===== config.mk =====
export PLATFORM = sky130hd
export DESIGN_NAME = detector_rr_scheduler
export DESIGN_NICKNAME = d
export VERILOG_FILES = /design/src/rtl/detector_rr_scheduler.sv
export SDC_FILE = /design/constraint.sdc
export NUM_CORES = 1
export LEC_CHECK = 0
export ABC_AREA = 1
export CAP_MARGIN = 40
export CORE_ASPECT_RATIO = 0.7
export CORE_MARGIN = 1
export CORE_UTILIZATION = 40
export CTS_CLUSTER_SIZE = 16
export DETAILED_ROUTE_END_ITERATION = 7
export HOLD_SLACK_MARGIN = 0.06
export MAX_ROUTING_LAYER = met4
export PLACE_DENSITY = 0.73
export RECOVER_POWER = 25
export SETUP_SLACK_MARGIN = 0.3
export SYNTH_ARGS = -nofsm -noshare
export SYNTH_HDL_FRONTEND = slang
export SYNTH_SLANG_ARGS = --single-unit

===== constraint.sdc =====
create_clock -name clk -period 2.3 [get_ports clk]
set_input_delay 0.345 -clock clk [delete_from_list [all_inputs] [get_ports clk]]
set_output_delay 0.345 -clock clk [all_outputs]
set_load 0.01 [all_outputs]

===== src/rtl/detector_rr_scheduler.sv =====
// detector_rr_scheduler
// Shares one 4-bit-input Moore pattern detector between NREQ requesters.
// Ownership rotates round-robin. A grant lasts at most BURST nibbles.
// The detector is cleared before every new owner, and each detector hit
// is routed back to the requester whose nibble caused it.
//
// Ports
//   clk, rst_n   : clock (rising edge), asynchronous active-low reset
//   req_i        : per-requester "nibble valid on my lane"
//   data_i       : packed nibbles, requester k on [4k+3:4k]
//   take_o       : one-hot, the owner's nibble is consumed this cycle
//   gnt_o        : one-hot current owner, zero when idle
//   busy_o       : scheduler is not idle
//   det_data_o   : nibble to the detector (zero when nothing is taken)
//   det_clr_o    : one-cycle synchronous clear pulse to the detector
//   det_hit_i    : Moore output of the detector (reflects previous nibble)
//   hit_o        : one-hot registered hit pulse to the originating requester
module detector_rr_scheduler #(
  parameter int NREQ  = 4,
  parameter int BURST = 4
) (
  input  logic              clk,
  input  logic              rst_n,
  input  logic [NREQ-1:0]   req_i,
  input  logic [4*NREQ-1:0] data_i,
  output logic [NREQ-1:0]   take_o,
  output logic [NREQ-1:0]   gnt_o,
  output logic              busy_o,
  output logic [3:0]        det_data_o,
  output logic              det_clr_o,
  input  logic              det_hit_i,
  output logic [NREQ-1:0]   hit_o
);

  localparam int OW = (NREQ > 1) ? $clog2(NREQ) : 1;

  localparam logic [1:0] S_IDLE   = 2'd0;
  localparam logic [1:0] S_CLEAR  = 2'd1;
  localparam logic [1:0] S_STREAM = 2'd2;
  localparam logic [1:0] S_DRAIN  = 2'd3;

  localparam logic [3:0]    LAST_BEAT = 4'(BURST - 1);
  localparam logic [OW-1:0] LAST_REQ  = OW'(NREQ - 1);

  function automatic logic [NREQ-1:0] onehot(input logic [OW-1:0] idx);
    logic [NREQ-1:0] v;
    v      = {NREQ{1'b0}};
    v[idx] = 1'b1;
    return v;
  endfunction

  logic [1:0]      state_r;
  logic [1:0]      state_nxt_s;
  // The owner register doubles as the round-robin pointer: the current
  // owner is always the most recent winner.
  logic [OW-1:0]   owner_r;
  logic [3:0]      cnt_r;
  logic            vld_d_r;
  logic [OW-1:0]   own_d_r;
  logic [NREQ-1:0] hit_r;

  logic            win_found_s;
  logic [OW-1:0]   win_idx_s;
  logic [1:0]      arb_next_s;
  logic            grant_s;
  logic [NREQ-1:0] take_s;
  logic [3:0]      data_s;
  logic [3:0]      owner_lane_s;

  // Round-robin search starting just after the last owner and wrapping,
  // so the previous owner is considered last.
  always_comb begin
    int j;
    j           = 0;
    win_found_s = 1'b0;
    win_idx_s   = owner_r;
    for (int i = 1; i <= NREQ; i++) begin
      j = int'(owner_r) + i;
      if (j >= NREQ) begin
        j = j - NREQ;
      end else begin
        j = j;
      end
      if (!win_found_s && req_i[OW'(j)]) begin
        win_found_s = 1'b1;
        win_idx_s   = OW'(j);
      end else begin
        win_found_s = win_found_s;
      end
    end
  end

  assign arb_next_s   = win_found_s ? S_CLEAR : S_IDLE;
  assign owner_lane_s = data_i[{owner_r, 2'b00} +: 4];

  // Next-state, take and detector-data decode.
  always_comb begin
    state_nxt_s = state_r;
    take_s      = {NREQ{1'b0}};
    data_s      = 4'h0;
    grant_s     = 1'b0;
    case (state_r)
      S_IDLE: begin
        state_nxt_s = arb_next_s;
        grant_s     = win_found_s;
      end
      S_CLEAR: begin
        state_nxt_s = S_STREAM;
      end
      S_STREAM: begin
        if (req_i[owner_r]) begin
          take_s = onehot(owner_r);
          data_s = owner_lane_s;
          if (cnt_r == LAST_BEAT) begin
            state_nxt_s = S_DRAIN;
          end else begin
            state_nxt_s = S_STREAM;
          end
        end else begin
          // Owner went quiet: this cycle acts as the drain, so re-arbitrate now.
          state_nxt_s = arb_next_s;
          grant_s     = win_found_s;
        end
      end
      S_DRAIN: begin
        state_nxt_s = arb_next_s;
        grant_s     = win_found_s;
      end
      default: begin
        state_nxt_s = S_IDLE;
      end
    endcase
  end

  // State, owner, burst counter and hit-attribution pipeline.
  always_ff @(posedge clk or negedge rst_n) begin
    if (!rst_n) begin
      state_r <= S_IDLE;
      owner_r <= LAST_REQ;
      cnt_r   <= 4'd0;
      vld_d_r <= 1'b0;
      own_d_r <= {OW{1'b0}};
      hit_r   <= {NREQ{1'b0}};
    end else begin
      state_r <= state_nxt_s;
      if (grant_s) begin
        owner_r <= win_idx_s;
      end
      if (state_r == S_CLEAR) begin
        cnt_r <= 4'd0;
      end else if (|take_s) begin
        cnt_r <= cnt_r + 4'd1;
      end
      vld_d_r <= |take_s;
      own_d_r <= owner_r;
      // Hit belongs to whoever owned the nibble taken two edges ago,
      // independent of the current grant.
      hit_r   <= (vld_d_r && det_hit_i) ? onehot(own_d_r) : {NREQ{1'b0}};
    end
  end

  assign take_o     = take_s;
  assign det_data_o = data_s;
  assign det_clr_o  = (state_r == S_CLEAR);
  assign busy_o     = (state_r != S_IDLE);
  assign gnt_o      = (state_r != S_IDLE) ? onehot(owner_r) : {NREQ{1'b0}};
  assign hit_o      = hit_r;

endmodule

==> results by group, run 1 <==
Outcome
  – Status: finished, final reports clean

Drt
  – Via-to-Cell Ratio: 5.11
  – DRT antenna net count: 0
  – First drt pass iteration count: 4
  – Post-route DRC: 0
  – Initial DRC count: 50
  – Final wirelength: 3030 um
  – Wirelength per Cell: 12.4 um
  – DR vias: 1251

Clock tree
  – TritonCTS Buffers: 3
  – Clk buf depth: 2
  – Clock Pin Slew Worst Setup and Hold Paths: 0.06 ns
  – Clock tree root driver cell: clkbuf_8
  – TritonCTS clock tree: yes
  – Worst skew pair latency: 0.26 ns
  – Clk sinks: 15
  – Max H-tree Level: 1
  – Post-CTS Hold Buffers: 0

Yosys
  – Synth Net Count: 191
  – Cell taking the most area after synthesis: dfrtp_1
  – Post-synth top area share: 29.0%
  – Syn Area/Cell: 7.01 um^2
  – Synth warn: 0
  – Largest cells by area after synthesis: dfrtp_1 (29%), nand2_1 (12%), ha_1 (8.9%)
  – Cell count after synthesis: 160
  – Synth Cell Area: 0.00112 mm^2
  – Yosys cell types: 22
  – Synth Register Bits: 15
  – Sequential-to-total area share from yosys stat: 33.7%

Place
  – Post-DP Area: 0.00158 mm^2
  – Gpl congestion: 0.831
  – Placed insts: 235
  – Final HPWL DP: 2290 um
  – Port bufs: 40

Finish
  – Fill count: 218
  – Area of the multi-input gates: 683 um^2
  – FF/Latch Area: 378 um^2
  – N_diodes: 0
  – Nets: 243
  – Synth-to-Final Area Change: 49.2%
  – Post-route cell area: 0.00167 mm^2
  – Final Util: 65.5%
  – Share of post-route cells with drive strength above 1: 23.7%
  – Final std cells w/o fill: 245

Power and ir drop
  – Flop pwr share: 19.1%
  – Power Dens Cells: 1310 mW/mm^2
  – Sw Ratio: 49.2%
  – PnR Total Power: 2.19 mW
  – Clock Power Share: 9.9%
  – Pint: 1.11 mW
  – Logic pwr share: 71.0%
  – Peak VDD IR: 0.723 mV
  – Leakage power: 0.860 nW
  – Sw power: 1.08 mW

Setup path
  – Crit start category: flip-flop
  – CP Data Required Time: 1.96 ns
  – CP Data Arrival Time: 1.60 ns
  – Maximum fanout along the worst path: 8
  – CP endpoint kind: primary output
  – Crit-path slowest cell: dfstp_2
  – Critical path cell sequence: buf_4, ha_2, inv_1, nor2_1, dlygate4sd2_1
  – Max incr delay on CP: 0.56 ns
  – Critical path class: reg -> out

Die
  – CORE AREA: 0.00255 mm^2
  – Row cnt: 15
  – Die Y: 46.3 um
  – Die footprint: 0.00302 mm^2
  – Die width: 65.3 um
  – Initial Util: 43.9%
  – IO Pins: 41

Timing
  – Post-layout minimum cycle time: 1.95 ns
  – Setup Viol. Count Final: 0
  – RSZ-0062 raised after global routing: true
  – Clock skew: 0.00394 ns
  – Final Hold Viols: 0
  – Period utilization: 84.7%
  – Max-slew headroom: 57.3%
  – Max Fclk: 0.514 GHz
  – Max-slew violations: 0
  – Worst slew pin tran: 0.639 ns

Global routing
  – Vias in the first global route: 1039
  – GRT Total Usage: 22.3%
  – First-pass GRT wire length: 4740 um
  – Initial antenna violation count: 0
  – GRT overflow: 0
  – Pin count of the biggest net entering global routing: 16

Flow run
  – Max cap viols: 0

Min path
  – Worst Hold Class: reg -> reg
sequential cells by signal (all words and copies together) (netlist names):
signal / flops
cnt_r: 4
hit_o: 4
own_d_r: 2
owner_r: 2
state_r: 2
vld_d_r: 1
synth_stat cells:
| master | n |
|---|---|
| nand2_2 | 4 |
| nor2_1 | 24 |
| nand3_2 | 2 |
| o21ai_2 | 2 |
| dfstp_2 | 2 |
| nor2_4 | 1 |
| nor2_2 | 1 |
| ha_1 | 8 |
| o21ai_0 | 10 |
| clkbuf_1 | 1 |
| nand2_4 | 1 |
| inv_1 | 14 |
| nor3_1 | 5 |
| inv_2 | 4 |
| nand4_1 | 6 |
| nand3_1 | 16 |
| buf_2 | 1 |
| buf_4 | 2 |
| nand2_1 | 36 |
| a21oi_1 | 5 |
| dfrtp_1 | 13 |
| xor2_1 | 2 |
cells in the final DEF, fill, tap and decap left out, types with 2 or more instances in the layout:
cell,Yosys,routed
a21oi_1,5,4
buf_2,1,8
buf_4,2,10
clkbuf_8,0,3
clkdlybuf4s50_1,0,26
dfrtp_1,13,13
dlygate4sd2_1,0,2
dlygate4sd3_1,0,2
ha_1,8,5
ha_2,0,3
inv_1,14,14
inv_2,4,2
nand2_1,36,32
nand2_2,4,8
nand3_1,16,14
nand3_2,2,4
nand4_1,6,6
nor2_1,24,24
nor3_1,5,5
o21ai_0,10,9
o21ai_2,2,2
xor2_1,2,2
metal layers:
metal,GRT usage [%],share of wire [%]
met5,-,0
met4,7.83,1.3
met3,4.46,5.2
met2,35.5,47
met1,28.6,46
worst paths after layout:
kind,startpoint,to,slack (ns),cells past startpoint
worst min register to register,own_d_r[0],hit_o[2],0.45,1
max in group asynchronous,rst_n,hit_o[2],1.34,1
worst min-delay path,own_d_r[0],hit_o[2],0.45,1
worst max-delay path,owner_r[0],gnt_o[1],0.35,5
worst max register to register,owner_r[0],owner_r[0],0.47,11
min in group asynchronous,rst_n,state_r[0],0.55,1
per-stage QoR:
step                      hold slack (ns)  setup WS (ns)  TNS (ns)
after detailed placement            0.445        -0.0252   -0.0258
final                               0.452          0.353         0
after global routing                0.466          0.276         0
after CTS                           0.455          0.152         0
after global placement              0.443         0.0297         0
after floorplan                    0.0494          0.484         0
what timing repair did:
item,CTS,global route
endpoints found under the setup margin,12,14
gates resized for setup,37,16
buffers inserted,6,0
pin swaps,2,2
power groups by stage:
stage	Clock [mW]	Sequential (mW)	Combinational [mW]
after floorplan	0	0.422	0.973
after global placement	0	0.452	1.35
after detailed placement	0	0.456	1.39
after CTS	0.216	0.419	1.49
after global routing	0.234	0.426	1.74
final	0.218	0.419	1.55
final cells by class:
class	count	area share, %
clock inverter	1	0.299
clock buffer	3	2.47
tap	34	2.54
sequential	15	22.6
inverter	18	4.49
timing repair buffer	51	26.8
multi-input combinational	123	40.8
critical path, delay by kind of cell (launching register included):
| family | cells | cell delay, ns |
|---|---|---|
| flip-flops | 1 | 0.56 |
| AND/OR/NAND/NOR | 1 | 0.09 |
| buffers and inverters | 3 | 0.49 |
| adder cells (fa/ha/maj) | 1 | 0.21 |
logic make-up after synthesis:
logic type	after synthesis	share of synthesized area [%]
buf+inv	22	8.15
xor+xnor	2	1.56
flops	15	33.7
simple gates	96	39.4
compound gates	17	8.26
fa+ha+maj	8	8.93
Power figures use the tool's default switching activity.
==> run 2, diff against run 1 <==
Settings changed: PLACE_DENSITY 0.73 to 0.76.
Clock period 2.3 ns to 1.77 ns, I/O delays scaled along.
==> run 2 against run 1 <==
Against the previous run: the flow now finishes with violations (negative setup slack); non-clock buffer count increased by 22; largest power group unchanged; global-route usage rose by 7.6 points; power rose by 83%; setup slack got worse by 0.55 ns; register-to-register slack got worse by 0.56 ns; worst hold slack worse by 0.095 ns; clock skew hardly changed.
==> results by group, run 2 (same netlist as run 1, synthesis figures left out) <==
Setup path
  – Critical path class: reg -> out
  – Crit start category: flip-flop
  – Origin of the critical flop-to-flop path: owner_r[0]
  – Critical path origin: owner_r[0]
  – CP endpoint kind: primary output
  – CP Data Arrival Time: 1.70 ns
  – CP Data Required Time: 1.50 ns
  – Maximum fanout along the worst path: 4

Global routing
  – Initial antenna violation count: 0
  – Vias in the first global route: 1389
  – Pin count of the biggest net entering global routing: 13
  – GRT overflow: 0
  – GRT Total Usage: 29.9%
  – First-pass GRT wire length: 6390 um

Die
  – Die width: 65.3 um
  – Row cnt: 15
  – CORE AREA: 0.00255 mm^2
  – IO Pins: 41
  – Die footprint: 0.00302 mm^2
  – Initial Util: 43.9%
  – Die Y: 46.3 um

Finish
  – Fill count: 136
  – Final std cells w/o fill: 268
  – Post-route cell area: 0.00211 mm^2
  – Nets: 266
  – Most common cell after layout, fill and taps aside: nand2_1
  – Synth-to-Final Area Change: 88.5%
  – N_diodes: 0
  – Share of post-route cells with drive strength above 1: 43.6%
  – Commonest non-fill, non-tap cells in the layout: nand2_1 (30), buf_4 (27), clkdlybuf4s50_1 (25)

Power and ir drop
  – Pint: 2.01 mW
  – Sw power: 2.01 mW
  – Clock Power Share: 6.9%
  – Peak VDD IR: 1.26 mV
  – Power Dens Cells: 1900 mW/mm^2
  – Flop pwr share: 14.5%
  – Logic pwr share: 78.6%
  – Leakage power: 1.01 nW
  – Sw Ratio: 50.0%

Min path
  – Worst Hold Class: in -> async

Timing
  – Period utilization: 111%
  – Final Hold Viols: 0
  – Worst slew pin tran: 0.413 ns
  – Post-layout minimum cycle time: 1.97 ns
  – Setup TNS: -1.91 ns
  – Clock skew: 0.00360 ns
  – Max-slew violations: 0
  – Final worst-path setup slack: -0.196 ns
  – Hold_ws: 0.356 ns
  – RSZ-0062 raised after global routing: true
  – Setup Viol. Count Final: 18
  – Max Fclk: 0.509 GHz
  – Max-slew headroom: 72.4%

Place
  – Port bufs: 40
  – Placed insts: 252
  – Gpl congestion: 0.849
  – Post-DP Area: 0.00184 mm^2
  – Final HPWL DP: 2650 um

Clock tree
  – Post-CTS Hold Buffers: 0
  – TritonCTS Buffers: 3
  – Worst skew pair latency: 0.25 ns
  – TritonCTS clock tree: yes
  – Clk buf depth: 2
  – Clock tree root driver cell: clkbuf_8
  – Clock Pin Slew Worst Setup and Hold Paths: 0.06 ns
  – Clk sinks: 15
  – Max H-tree Level: 1

Drt
  – Via-to-Cell Ratio: 5.59
  – Initial DRC count: 65
  – Final wirelength: 4490 um
  – DR vias: 1497
  – First drt pass iteration count: 5
  – Post-route DRC: 0
  – DRT antenna net count: 0
  – Wirelength per Cell: 16.7 um

Flow run
  – Max cap viols: 0

Outcome
  – Violated checks: negative setup slack
  – Status: finished, violations left
[run 2: cell count changes in the layout (fill, tap and decap cells not counted), sizes merged]
cell / before / now
clkdlybuf4s50: 26 / 25
dlygate4sd3: 2 / 1
dlygate4sd2: 2 / 0
clkbuf: 4 / 3
buf: 19 / 47
inv: 18 / 19
clkdlybuf4s15: 1 / 0
[run 2: layer usage]
| layer | global-route usage [%] | share of wire (%) |
|---|---|---|
| met1 | 31.6 | 39 |
| met2 | 55.1 | 49 |
| met3 | 6.93 | 7.2 |
| met4 | 12.6 | 4.6 |
| met5 | - | 0 |
[run 2: what timing repair did]
item / in CTS / in global routing
resized for setup: 102 / 7
endpoints found under the setup margin: 22 / 20
buffers inserted: 8 / 3
gates cloned: 1 / 0
pin swaps: 6 / 4
[run 2: critical path: stages, from the launching register on]
cell     delay (ns)
dfstp_2        0.57
buf_6          0.14
nand2_4        0.06
nand3_2        0.08
nand2_2        0.07
nor2_4         0.20
inv_4          0.10
a21oi_4        0.12
buf_6          0.11
[run 2: final timing paths]
kind,cells after the start,slack [ns],endpoint
min in group clk,1,0.47,hit_o[0]
hold / removal,1,0.36,vld_d_r
setup reg to reg,12,-0.09,cnt_r[3]
setup / recovery,8,-0.20,det_data_o[1]
hold reg to reg,1,0.47,hit_o[0]
max in group asynchronous,2,0.96,state_r[1]
[run 2: power groups by stage]
stage | logic (mW) | registers, mW | clock network [mW]
after floorplan | 1.55 | 0.550 | 0
after global placement | 2.37 | 0.562 | 0
after detailed placement | 2.47 | 0.569 | 0
after CTS | 2.90 | 0.562 | 0.285
after global routing | 3.39 | 0.585 | 0.291
final | 3.15 | 0.583 | 0.277
[run 2: area by class of cell]
cell class / instances / area (um^2) / area share (%)
Tap cell: 34 / 42.5 / 2.01
Sequential cell: 15 / 378 / 17.9
Timing Repair inverter: 1 / 6.26 / 0.296
Timing Repair Buffer: 73 / 659 / 31.2
Multi-Input combinational cell: 123 / 891 / 42.2
Clock inverter: 1 / 5.00 / 0.237
Clock buffer: 3 / 41.3 / 1.95
Inverter: 18 / 90.1 / 4.26
[run 2: through the flow]
stage          util (%)  setup WS [ns]  total power [mW]
2_1_floorplan         -          0.159              2.10
3_3_place_gp       72.0         -0.395              2.93
3_5_place_dp       72.0         -0.452              3.04
4_1_cts            80.6         -0.171              3.74
5_1_grt            82.8         -0.258              4.27
6_report           82.8         -0.196              4.01
==> run 3, diff against run 2 <==
Settings changed: CORE_MARGIN 1 to default.
==> results of run 3 <==
Final layout, timing and power as in run 2 (identical DEF).
